$ cat src/rtl/uart_pkt_pkg.sv
// Shared constants and enumerations for the UART packet framing stage.
package uart_pkt_pkg;

    localparam logic [7:0] SYNC_BYTE = 8'hA5;

    typedef enum logic [2:0] {
        IDLE,
        LEN,
        PAYLOAD,
        CSUM,
        EMIT
    } state_t;

    // Error names carry a prefix so they cannot collide with the state literals.
    typedef enum logic [2:0] {
        ERR_NONE     = 3'd0,
        ERR_BAD_LEN  = 3'd1,
        ERR_BAD_CSUM = 3'd2,
        ERR_TIMEOUT  = 3'd3,
        ERR_OVERRUN  = 3'd4
    } err_t;

endpackage

$ cat src/rtl/uart_pkt_buf.sv
// Payload buffer: MAX_LEN x 8 register array, synchronous write, combinational read.
module uart_pkt_buf #(
    parameter int MAX_LEN = 16,
    parameter int IDX_W   = $clog2(MAX_LEN + 1)
) (
    input  logic             clk,
    input  logic             wr_en,
    input  logic [IDX_W-1:0] wr_addr,
    input  logic [7:0]       wr_data,
    input  logic [IDX_W-1:0] rd_addr,
    output logic [7:0]       rd_data
);

    localparam int AW = $clog2(MAX_LEN);

    logic [7:0] mem [MAX_LEN];

    // Index width covers MAX_LEN itself, so out-of-range addresses are fenced off.
    always_ff @(posedge clk) begin
        if (wr_en && (32'(wr_addr) < MAX_LEN)) begin
            mem[wr_addr[AW-1:0]] <= wr_data;
        end
    end

    assign rd_data = (32'(rd_addr) < MAX_LEN) ? mem[rd_addr[AW-1:0]] : 8'h00;

endmodule

$ cat src/rtl/uart_pkt_rx.sv
// Packet framer: SYNC, LEN, payload, XOR checksum; payload is released on a
// valid/ready stream only after the checksum matches.
module uart_pkt_rx
    import uart_pkt_pkg::*;
#(
    parameter int MAX_LEN    = 16,
    parameter bit IDLE_ABORT = 1'b1
) (
    input  logic        clk,
    input  logic        reset,
    input  logic [7:0]  rx_data,
    input  logic        rx_available,
    input  logic        rx_idle,
    output logic [7:0]  pkt_data,
    output logic        pkt_valid,
    input  logic        pkt_ready,
    output logic        pkt_last,
    output logic [7:0]  pkt_len,
    output logic        pkt_err,
    output logic [2:0]  err_code,
    output logic [15:0] good_count
);

    localparam int IDX_W = $clog2(MAX_LEN + 1);

    state_t           state, state_n;
    logic [7:0]       len_q, len_n;
    logic [7:0]       csum, csum_n;
    logic [IDX_W-1:0] wr_idx, wr_idx_n;
    logic [IDX_W-1:0] rd_idx, rd_idx_n;
    logic [15:0]      good_n;
    logic             err_fire;
    err_t             err_sel;
    logic             err_q;
    err_t             code_q;
    logic             buf_we;
    logic [7:0]       buf_rd;
    logic             last_beat;
    logic             timeout;

    uart_pkt_buf #(
        .MAX_LEN(MAX_LEN),
        .IDX_W  (IDX_W)
    ) u_buf (
        .clk    (clk),
        .wr_en  (buf_we),
        .wr_addr(wr_idx),
        .wr_data(rx_data),
        .rd_addr(rd_idx),
        .rd_data(buf_rd)
    );

    assign last_beat = (8'(rd_idx) == (len_q - 8'd1));
    // A byte arriving in the same cycle takes priority over the idle abort.
    assign timeout   = IDLE_ABORT && rx_idle && !rx_available;

    always_comb begin
        state_n  = state;
        len_n    = len_q;
        csum_n   = csum;
        wr_idx_n = wr_idx;
        rd_idx_n = rd_idx;
        good_n   = good_count;
        err_fire = 1'b0;
        err_sel  = ERR_NONE;
        buf_we   = 1'b0;
        case (state)
            IDLE: begin
                if (rx_available && (rx_data == SYNC_BYTE)) begin
                    state_n = LEN;
                end
            end
            LEN: begin
                if (rx_available) begin
                    if ((rx_data != 8'd0) && (rx_data <= 8'(MAX_LEN))) begin
                        len_n    = rx_data;
                        csum_n   = rx_data;
                        wr_idx_n = '0;
                        state_n  = PAYLOAD;
                    end else begin
                        err_fire = 1'b1;
                        err_sel  = ERR_BAD_LEN;
                        state_n  = IDLE;
                    end
                end else if (timeout) begin
                    err_fire = 1'b1;
                    err_sel  = ERR_TIMEOUT;
                    state_n  = IDLE;
                end
            end
            PAYLOAD: begin
                if (rx_available) begin
                    buf_we   = 1'b1;
                    csum_n   = csum ^ rx_data;
                    wr_idx_n = wr_idx + 1'b1;
                    if (8'(wr_idx) == (len_q - 8'd1)) begin
                        state_n = CSUM;
                    end
                end else if (timeout) begin
                    err_fire = 1'b1;
                    err_sel  = ERR_TIMEOUT;
                    state_n  = IDLE;
                end
            end
            CSUM: begin
                if (rx_available) begin
                    if (rx_data == csum) begin
                        rd_idx_n = '0;
                        state_n  = EMIT;
                    end else begin
                        err_fire = 1'b1;
                        err_sel  = ERR_BAD_CSUM;
                        state_n  = IDLE;
                    end
                end else if (timeout) begin
                    err_fire = 1'b1;
                    err_sel  = ERR_TIMEOUT;
                    state_n  = IDLE;
                end
            end
            EMIT: begin
                // No backpressure reaches the UART, so a byte here is simply lost.
                if (rx_available) begin
                    err_fire = 1'b1;
                    err_sel  = ERR_OVERRUN;
                end
                if (pkt_ready) begin
                    rd_idx_n = rd_idx + 1'b1;
                    if (last_beat) begin
                        good_n  = good_count + 16'd1;
                        state_n = IDLE;
                    end
                end
            end
            default: state_n = IDLE;
        endcase
    end

    always_ff @(posedge clk) begin
        if (reset) begin
            state      <= IDLE;
            len_q      <= 8'd0;
            csum       <= 8'd0;
            wr_idx     <= '0;
            rd_idx     <= '0;
            good_count <= 16'd0;
            err_q      <= 1'b0;
            code_q     <= ERR_NONE;
        end else begin
            state      <= state_n;
            len_q      <= len_n;
            csum       <= csum_n;
            wr_idx     <= wr_idx_n;
            rd_idx     <= rd_idx_n;
            good_count <= good_n;
            err_q      <= err_fire;
            if (err_fire) begin
                code_q <= err_sel;
            end
        end
    end

    assign pkt_valid = (state == EMIT);
    assign pkt_data  = buf_rd;
    assign pkt_last  = (state == EMIT) && last_beat;
    assign pkt_len   = len_q;
    assign pkt_err   = err_q;
    assign err_code  = code_q;

endmodule

$ cat config.mk
export PLATFORM = sky130hd
export DESIGN_NAME = uart_pkt_rx
export DESIGN_NICKNAME = d
export VERILOG_FILES = /design/src/rtl/uart_pkt_pkg.sv /design/src/rtl/uart_pkt_buf.sv /design/src/rtl/uart_pkt_rx.sv
export SDC_FILE = /design/constraint.sdc
export NUM_CORES = 1
export LEC_CHECK = 0
export CAP_MARGIN = 5
export CORE_MARGIN = 1.5
export CORE_UTILIZATION = 33
export DETAILED_ROUTE_END_ITERATION = 6
export GPL_TIMING_DRIVEN = 0
export SKIP_LAST_GASP = 1
export SLEW_MARGIN = 0
export SYNTH_ARGS = -nofsm -noshare
export SYNTH_HDL_FRONTEND = slang
export SYNTH_SLANG_ARGS = --single-unit
$ cat constraint.sdc
create_clock -name clk -period 6.6 [get_ports clk]
set_input_delay 1.98 -clock clk [delete_from_list [all_inputs] [get_ports clk]]
set_output_delay 1.98 -clock clk [all_outputs]
set_load 0.02 [all_outputs]
### Yosys cells after proc, flatten, opt, wreduce, memory -nomap -nowiden

Memories as Yosys holds them, arrays and structs flattened. A register that Yosys moved wholly into a read port is not among the register bits.
Index checks and enable logic that the tools add are counted.
Widths: inputs -> output; s select.

| storage, ports and cells | value |
|---|---|
| flip-flop bits (word level) | 49 |
| bits in writable memories | 128 |
| word-level logic and storage cells | 94 |
| memories | 1 |

Memory list:

| name | depth | bits a word | rd ports | clocked after memory_dff | write ports | line | text |
|---|---|---|---|---|---|---|---|
| u_buf.mem | 16 | 8 | 1 | 1 | 1 | uart_pkt_buf.sv:16 | `logic [7:0] mem [MAX_LEN];` |

| cells by class | value |
|---|---|
| add/subtract/negate cells | 4 |
| order comparisons | 3 |
| equal/unequal tests | 17 |
| muxes and demuxes | 45 |
| bitwise operators | 1 |
| reduce and logical (&&, ||, !) cells | 15 |

Operators with widths:

| operator | count |
|---|---|
| $mux 3 | 12 |
| $mux 8 | 4 |
| $mux 5 | 6 |
| $pmux 5 s2 | 2 |
| $add 16x1->16 const B | 1 |
| $eq 5x8->1 | 2 |
| $pmux 8 s2 | 1 |
| $pmux 3 s5 | 1 |
| $ne 2x2->1 const B | 6 |
| $pmux 3 s4 | 1 |
| $reduce_and 4->1 | 3 |
| $mux 1 | 11 |
| $add 5x1->5 const B | 2 |
| $lt 5x5->1 const B | 2 |
| $eq 8x8->1 | 1 |
| $eq 8x8->1 const B | 1 |
| $le 8x5->1 const B | 1 |
| $mux 2 | 4 |
| $mux 4 | 2 |
| $reduce_bool 8->1 | 1 |
| $sub 8x1->8 const B | 1 |
| $xor 8x8->8 | 1 |
| $eq 3x2->1 const B | 2 |
| $reduce_and 3->1 | 2 |
| other kinds (9) | 15 |

### Depth between registers and ports, before layout

Gate-level depths: netlist (run 1).

| logic depth | value |
|---|---|
| depth in word-level cells | 6 |
| depth in mapped cells | 10 |
| gate-level depth less buffers | 7 |

### By module

A second synthesis (run 1) with hierarchy kept.

| unflattened totals | value |
|---|---|
| cell total of the unflattened synthesis | 561 |
| area, all modules | 7940.1 sq um |

By module, submodules not included:

| module | times used | cells each | area an instance (sq um) |
|---|---|---|---|
| uart_pkt_buf | 1 | 226 | 5079.9 |
| uart_pkt_rx | 1 | 335 | 2860.2 |

### Worst setup path before layout (run 1)

No wires, ideal clock.

| timing path | value |
|---|---|
| kind | register to output |
| start | register len_q[0] (netlist: pkt_len[0]) |
| end | output port pkt_last |
| arrival time | 2.660 ns |
| required time | 4.620 ns |
| slack | 1.960 ns |
| cell stages (with the launch flop) | 10 |
| cell sequence | dfxtp_1 > clkbuf_1 > inv_1 > ha_1 > or3b_2 > o32ai_1 > a22oi_1 > buf_2 > buf_2 > nor3b_1 |

| between the ends | value |
|---|---|
| longest elaborated chain between the ends | 3 |

Ends and longest elaborated chain:

| item | line | text |
|---|---|---|
| from (decl) | uart_pkt_rx.sv:27 | `logic [7:0] len_q, len_n;` |
| from (signal assigned) | uart_pkt_rx.sv:151 | `len_q <= len_n;` |
| $sub 8x1->8 | uart_pkt_rx.sv:53 | `assign last_beat = (8'(rd_idx) == (len_q - 8'd1));` |
| $eq 5x8->1 | uart_pkt_rx.sv:53 |  |
| $logic_and 1x1->1 | uart_pkt_rx.sv:165 | `assign pkt_last = (state == EMIT) && last_beat;` |
| to (decl) | uart_pkt_rx.sv:17 | `output logic pkt_last,` |

Every way passes these cells.

### Final worst setup path (run 1)

Ends and elaborated chain as after synthesis.

==> flow_summary.json, run 1 <==
{
  "status": "complete, no violations",
  "ctsLongestPathBuffers": 2,
  "most_common_library_cell_in_the_layout_ignoring_fill_and_taps": "sky130_fd_sc_hd__edfxtp_1",
  "rr_endpoint": "u_buf.mem[12][0]",
  "synth_edf_count": 128,
  "cts-buffers-inserted": 17,
  "insertedDiodeCount": 0,
  "ioPinCount": 51,
  "flow.area_growth_from_synthesis_pct": 18.6,
  "post_synth_main_area_contributors": "sky130_fd_sc_hd__edfxtp_1, sky130_fd_sc_hd__dfxtp_1, sky130_fd_sc_hd__mux4_2, sky130_fd_sc_hd__xor2_1, sky130_fd_sc_hd__nand2_1",
  "layout.nets": 654,
  "most_frequent_cells_in_the_layout": "sky130_fd_sc_hd__edfxtp_1, sky130_fd_sc_hd__dfxtp_1, sky130_fd_sc_hd__clkdlybuf4s50_1",
  "wire_length_of_the_first_global_routing_pass_microns": 29600,
  "timing.hold.worst.class": "reg2reg",
  "antenna_found_initial": 0,
  "global_route.usage.total_pct": 16.2,
  "crit_path_top_delay_cell": "sky130_fd_sc_hd__clkdlybuf4s50_1",
  "synth_async_sr_flop_share_pct": 0,
  "cts-root-buf": "sky130_fd_sc_hd__clkbuf_16",
  "postRouteAntennaNets": 0,
  "reg2reg_setup_slack_ns": 3.24,
  "finalCoreUtilization_pct": 39.9,
  "grt_overflow_total": 0,
  "arrival_ns": 3.65,
  "final_layout_size_suffix_gt1_share_pct": 14.5,
  "post_cts_hold_buffer_count": 0,
  "post_synth_num_cell_types": 56,
  "regToRegStartpoint": "state[1]",
  "yosys_warnings": 0,
  "synthDominantCellAreaShare_pct": 48.7,
  "crit_path_start": "pkt_len[0]",
  "critical_path_class": "reg2out",
  "rows": 56,
  "viasPerCell": 5.29,
  "ff_latch_area_sq_um": 4900,
  "clock_tree_from_tritoncts": "done",
  "final.min_clock_period_ns": 5.63,
  "final_critical_path_setup_slack_ns": 0.973,
  "power.density_nw_per_um2": 240,
  "die_width_microns": 158,
  "clk_transition_reported_paths_ns": 0.07,
  "p_leak_nw": 2.93,
  "gp_congestion": 0.867,
  "cp_data_required_time_ns": 4.62,
  "postSynthNetCount": 585,
  "critPathMaxFanout": 10,
  "synth_area_leader_cell": "sky130_fd_sc_hd__edfxtp_1",
  "finalMaxSlewViolations": 0,
  "numPortBuffers": 50,
  "timing.max_cap.violations": 0,
  "cts.sink_count": 181,
  "finClkSkew_ns": 0.0118,
  "relSlewSlack_pct": 32.6,
  "end_kind": "output port",
  "cts-htree-levels": 4,
  "drt-wirelength-per-cell_microns": 19.3,
  "pre_cts_slack_ns": 1.00,
  "setup_viol_count_final": 0,
  "first_global_vias": 5136,
  "startpoint_class": "register",
  "drc_errors": 0,
  "avg_synthesized_cell_area_sq_um": 14.0,
  "worst_setup_path_endpoint": "pkt_last",
  "reg2regPathDepth": 6,
  "max_freq_ghz": 0.178,
  "die_h_microns": 158,
  "synth-seq-area-share_pct": 62.2,
  "report.final.hold_viol_count": 0,
  "detail_route.wirelength_microns": 18600,
  "cpMostUsedCell": "sky130_fd_sc_hd__buf_2",
  "core_area_sq_um": 23500,
  "worst-slew-pin-transition_ns": 1.01,
  "grt_max_degree": 23,
  "grt_setup_unrepaired": "false",
  "path_cells": "clkbuf_1, inv_1, ha_1, or3b_2, o32ai_1, a22oi_1, buf_2, buf_2, nor3b_1, clkdlybuf4s50_1",
  "synthCells": 565,
  "cts.repair_timing.setup_buffer_count": 0,
  "synth_ff_type": "sky130_fd_sc_hd__edfxtp_1",
  "start_util_pct": 33.6,
  "multi_input_comb_area_sq_um": 2770,
  "share_of_the_clock_period_used_by_the_worst_path_after_layout_pct": 85.3,
  "filler_cell_count": 2193,
  "vias": 5111,
  "fp.dieArea_sq_um": 24800,
  "detailedRoute.firstPassIterationCount": 5,
  "syn-cell-area_sq_um": 7890,
  "finalSetupTns_ns": 0,
  "timing.critical_path.slowest_cell_delay_ns": 0.64,
  "max-vdd-ir-drop_mv": 0.167,
  "synth.ff_latch_count": 181,
  "postCtsResizedCells": 0,
  "place_hpwl_microns": 12600,
  "clk_latency_ns": 0.43,
  "initialDrtViolationCount": 431
}
-- synthesized netlist by cell type (all sizes together), types with 3 or more instances --
library cell / instances
or4: 8
o41ai: 7
or2: 10
o21ai: 4
o311ai: 7
edfxtp: 128
nand2b: 8
and2: 7
xor2: 19
nor3: 14
nand4: 11
inv: 9
nor4: 4
and3: 9
or3: 3
nor4b: 3
a31oi: 5
mux4: 40
clkbuf: 29
mux2: 3
xnor2: 8
nor2: 26
buf: 12
nor2b: 13
a21oi: 21
nand2: 41
dfxtp: 53
ha: 7
o31ai: 7
and4: 3
nand3: 21
-- sequential cells by signal (all words and copies together), names as in the netlist, named ones only --
name,flops
csum,8
err_code,3
good_count,16
pkt_err,1
pkt_len,8
rd_idx,5
state,3
u_buf.mem,128
wr_idx,5
-- area by class of cell --
cell class / instances / area share (%)
Buffer: 41 / 1.91
Clock buffer: 17 / 4.55
Timing Repair Buffer: 50 / 5.35
Sequential cell: 181 / 52.4
Inverter: 9 / 0.361
Clock inverter: 15 / 1.50
Multi-Input combinational cell: 334 / 29.6
Tap cell: 319 / 4.27
-- power by group --
group	internal (mW)	leakage (nW)	switching, mW
clock network	0.529	0.277	0.460
logic	0.0116	1.08	0.0307
registers	1.21	1.58	0.0000260
-- worst max-delay path: cells and delay by family (launching register included) --
kind	cells	cell delay [ns]
AND/OR/NAND/NOR	2	0.75
adder cells (fa/ha/maj)	1	0.28
AO/OA/AOI/OAI	2	0.50
flip-flops	1	0.31
buffers and inverters	5	1.37
-- logic make-up after synthesis --
kind of cell / Yosys count / share of synthesized area [%]
AO/OA/AOI/OAI: 68 / 6.01
XOR/XNOR: 28 / 3.30
adder cells (fa/ha/maj): 7 / 1.11
buffers and inverters: 50 / 2.70
flip-flops: 181 / 62.2
multiplexers: 44 / 12.0
AND/OR/NAND/NOR: 187 / 12.7
-- per-layer routing --
layer,track usage [%],vias to the layer above,wire length [microns]
met2,25.7,209,8790
met3,3.59,22,1210
met5,0,-,0
met1,21.9,2557,8400
met4,5.30,0,252
li1,-,2323,-
-- stage by stage --
step / instances / instance area [sq um] / hold slack, ns / total power, mW
after global routing: 966 / 9350 / 0.498 / 2.31
after CTS: 966 / 9350 / 0.470 / 2.26
final: 966 / 9350 / 0.465 / 2.24
after detailed placement: 934 / 8790 / 0.449 / 1.28
after floorplan: 565 / 7890 / 0.463 / 1.25
after global placement: 934 / 8790 / 0.446 / 1.28
-- how the worst min path moves through the flow --
stage / end / slack (ns) / depth (start not counted) / from
after CTS: err_code[0] / 0.47 / 2 / err_code[0]
after floorplan: csum[5] / 0.46 / 2 / csum[5]
after global routing: err_code[0] / 0.50 / 2 / err_code[0]
after detailed placement: err_code[0] / 0.45 / 2 / err_code[0]
final: err_code[0] / 0.47 / 2 / err_code[0]
after global placement: err_code[0] / 0.45 / 2 / err_code[0]
No activity file was read; power rests on OpenSTA's default activity.
==> run 2, diff against run 1 <==
- CAP_MARGIN: 5 -> 20
- GPL_TIMING_DRIVEN: 0 -> unset
==> flow_summary.json, run 2 (same netlist as run 1, synthesis figures left out) <==
{
  "grt_setup_unrepaired": "false",
  "cts-buffers-inserted": 17,
  "cts.repair_timing.setup_buffer_count": 0,
  "ioPinCount": 51,
  "end_kind": "output port",
  "viasPerCell": 5.28,
  "largest_reg_flops": 128,
  "most_common_library_cell_in_the_layout_ignoring_fill_and_taps": "sky130_fd_sc_hd__edfxtp_1",
  "flow.area_growth_from_synthesis_pct": 17.1,
  "antenna_found_initial": 0,
  "cts-root-buf": "sky130_fd_sc_hd__clkbuf_16",
  "drc_errors": 0,
  "detailedRoute.firstPassIterationCount": 4,
  "grt_max_degree": 33,
  "finClkSkew_ns": 0.00972,
  "core_area_sq_um": 23500,
  "drt-wirelength-per-cell_microns": 19.6,
  "wire_length_of_the_first_global_routing_pass_microns": 28700,
  "post-route-cell-area_sq_um": 9240,
  "max-vdd-ir-drop_mv": 0.108,
  "p_leak_nw": 2.88,
  "vias": 4939,
  "finalSetupTns_ns": 0,
  "layout.nets": 625,
  "finalMaxSlewViolations": 0,
  "timing.hold.worst.class": "reg2reg",
  "power.density_nw_per_um2": 235,
  "die_width_microns": 158,
  "regToRegStartpoint": "pkt_len[0]",
  "cp_data_required_time_ns": 4.62,
  "timing.max_cap.violations": 0,
  "most_frequent_cells_in_the_layout": "sky130_fd_sc_hd__edfxtp_1, sky130_fd_sc_hd__dfxtp_1, sky130_fd_sc_hd__clkdlybuf4s50_1",
  "post_cts_hold_buffer_count": 0,
  "status": "complete, no violations",
  "setup_viol_count_final": 0,
  "final_layout_size_suffix_gt1_share_pct": 15.2,
  "start_util_pct": 33.6,
  "worst-slew-pin-transition_ns": 1.03,
  "fin_hold_ws_ns": 0.477,
  "max_freq_ghz": 0.187,
  "critPathMaxFanout": 25,
  "grt_overflow_total": 0,
  "clock_tree_from_tritoncts": "done",
  "place_hpwl_microns": 12000,
  "fp.dieArea_sq_um": 24800,
  "critical_path_class": "reg2out",
  "initialDrtViolationCount": 493,
  "pre_cts_slack_ns": 1.60,
  "cts.sink_count": 181,
  "arrival_ns": 3.37,
  "share_of_the_clock_period_used_by_the_worst_path_after_layout_pct": 81.1,
  "cts-htree-levels": 4,
  "insertedDiodeCount": 0,
  "postRouteAntennaNets": 0,
  "clk_transition_reported_paths_ns": 0.06,
  "numPortBuffers": 50,
  "global_route.usage.total_pct": 15.7,
  "filler_cell_count": 2190,
  "ctsLongestPathBuffers": 2,
  "startpoint_class": "register",
  "final_critical_path_setup_slack_ns": 1.25,
  "postPlaceCellArea_sq_um": 8700,
  "relSlewSlack_pct": 31.0,
  "finalCoreUtilization_pct": 39.4,
  "postCtsResizedCells": 0,
  "min_from": "err_code[0]",
  "rows": 56,
  "report.final.hold_viol_count": 0,
  "detail_route.wirelength_microns": 18300,
  "die_h_microns": 158,
  "clk_latency_ns": 0.43,
  "gp_congestion": 0.812,
  "first_global_vias": 5013,
  "final.min_clock_period_ns": 5.35
}
## run 2: final timing paths
| path | cells past startpoint | end | slack (ns) |
|---|---|---|---|
| worst max-delay path | 5 | pkt_data[5] | 1.25 |
| worst min-delay path | 2 | err_code[0] | 0.48 |
| worst min register to register | 2 | err_code[0] | 0.48 |
| worst max register to register | 8 | state[0] | 3.79 |
## run 2: per-layer routing
layer  wire (microns)  track usage [%]
met3              978             4.49
met5                0                0
met4              274             5.48
met2             8750             25.0
met1             8310             20.6
## run 2: power breakdown
part	internal (mW)	leakage, nW	switching [mW]
sequential	1.21	1.58	0.0000633
combinational	0.0123	1.06	0.0291
clock	0.511	0.246	0.408
## run 2: critical path, stage by stage, from the launching register on
cell and delay [ns]:
sky130_fd_sc_hd__dfxtp_2 0.92, sky130_fd_sc_hd__buf_4 0.34, sky130_fd_sc_hd__mux4_2 0.52, sky130_fd_sc_hd__mux4_2 0.47, sky130_fd_sc_hd__nor2b_1 0.14, sky130_fd_sc_hd__clkdlybuf4s50_1 0.56
## run 2: cell type report
cell class / count / area [sq um] / share of cell area [%]
clock inverter: 11 / 86.3 / 0.934
tap: 319 / 399 / 4.32
timing repair buffer: 62 / 594 / 6.43
inverter: 9 / 33.8 / 0.366
sequential: 181 / 4910 / 53.1
clock buffer: 20 / 437 / 4.73
multi-input combinational: 334 / 2780 / 30.1
## run 2: metrics by stage
step           cells  power [mW]
2_1_floorplan    565        1.25
3_3_place_gp     903        1.28
3_5_place_dp     903        1.28
4_1_cts          934        2.19
5_1_grt          936        2.24
6_report         936        2.17
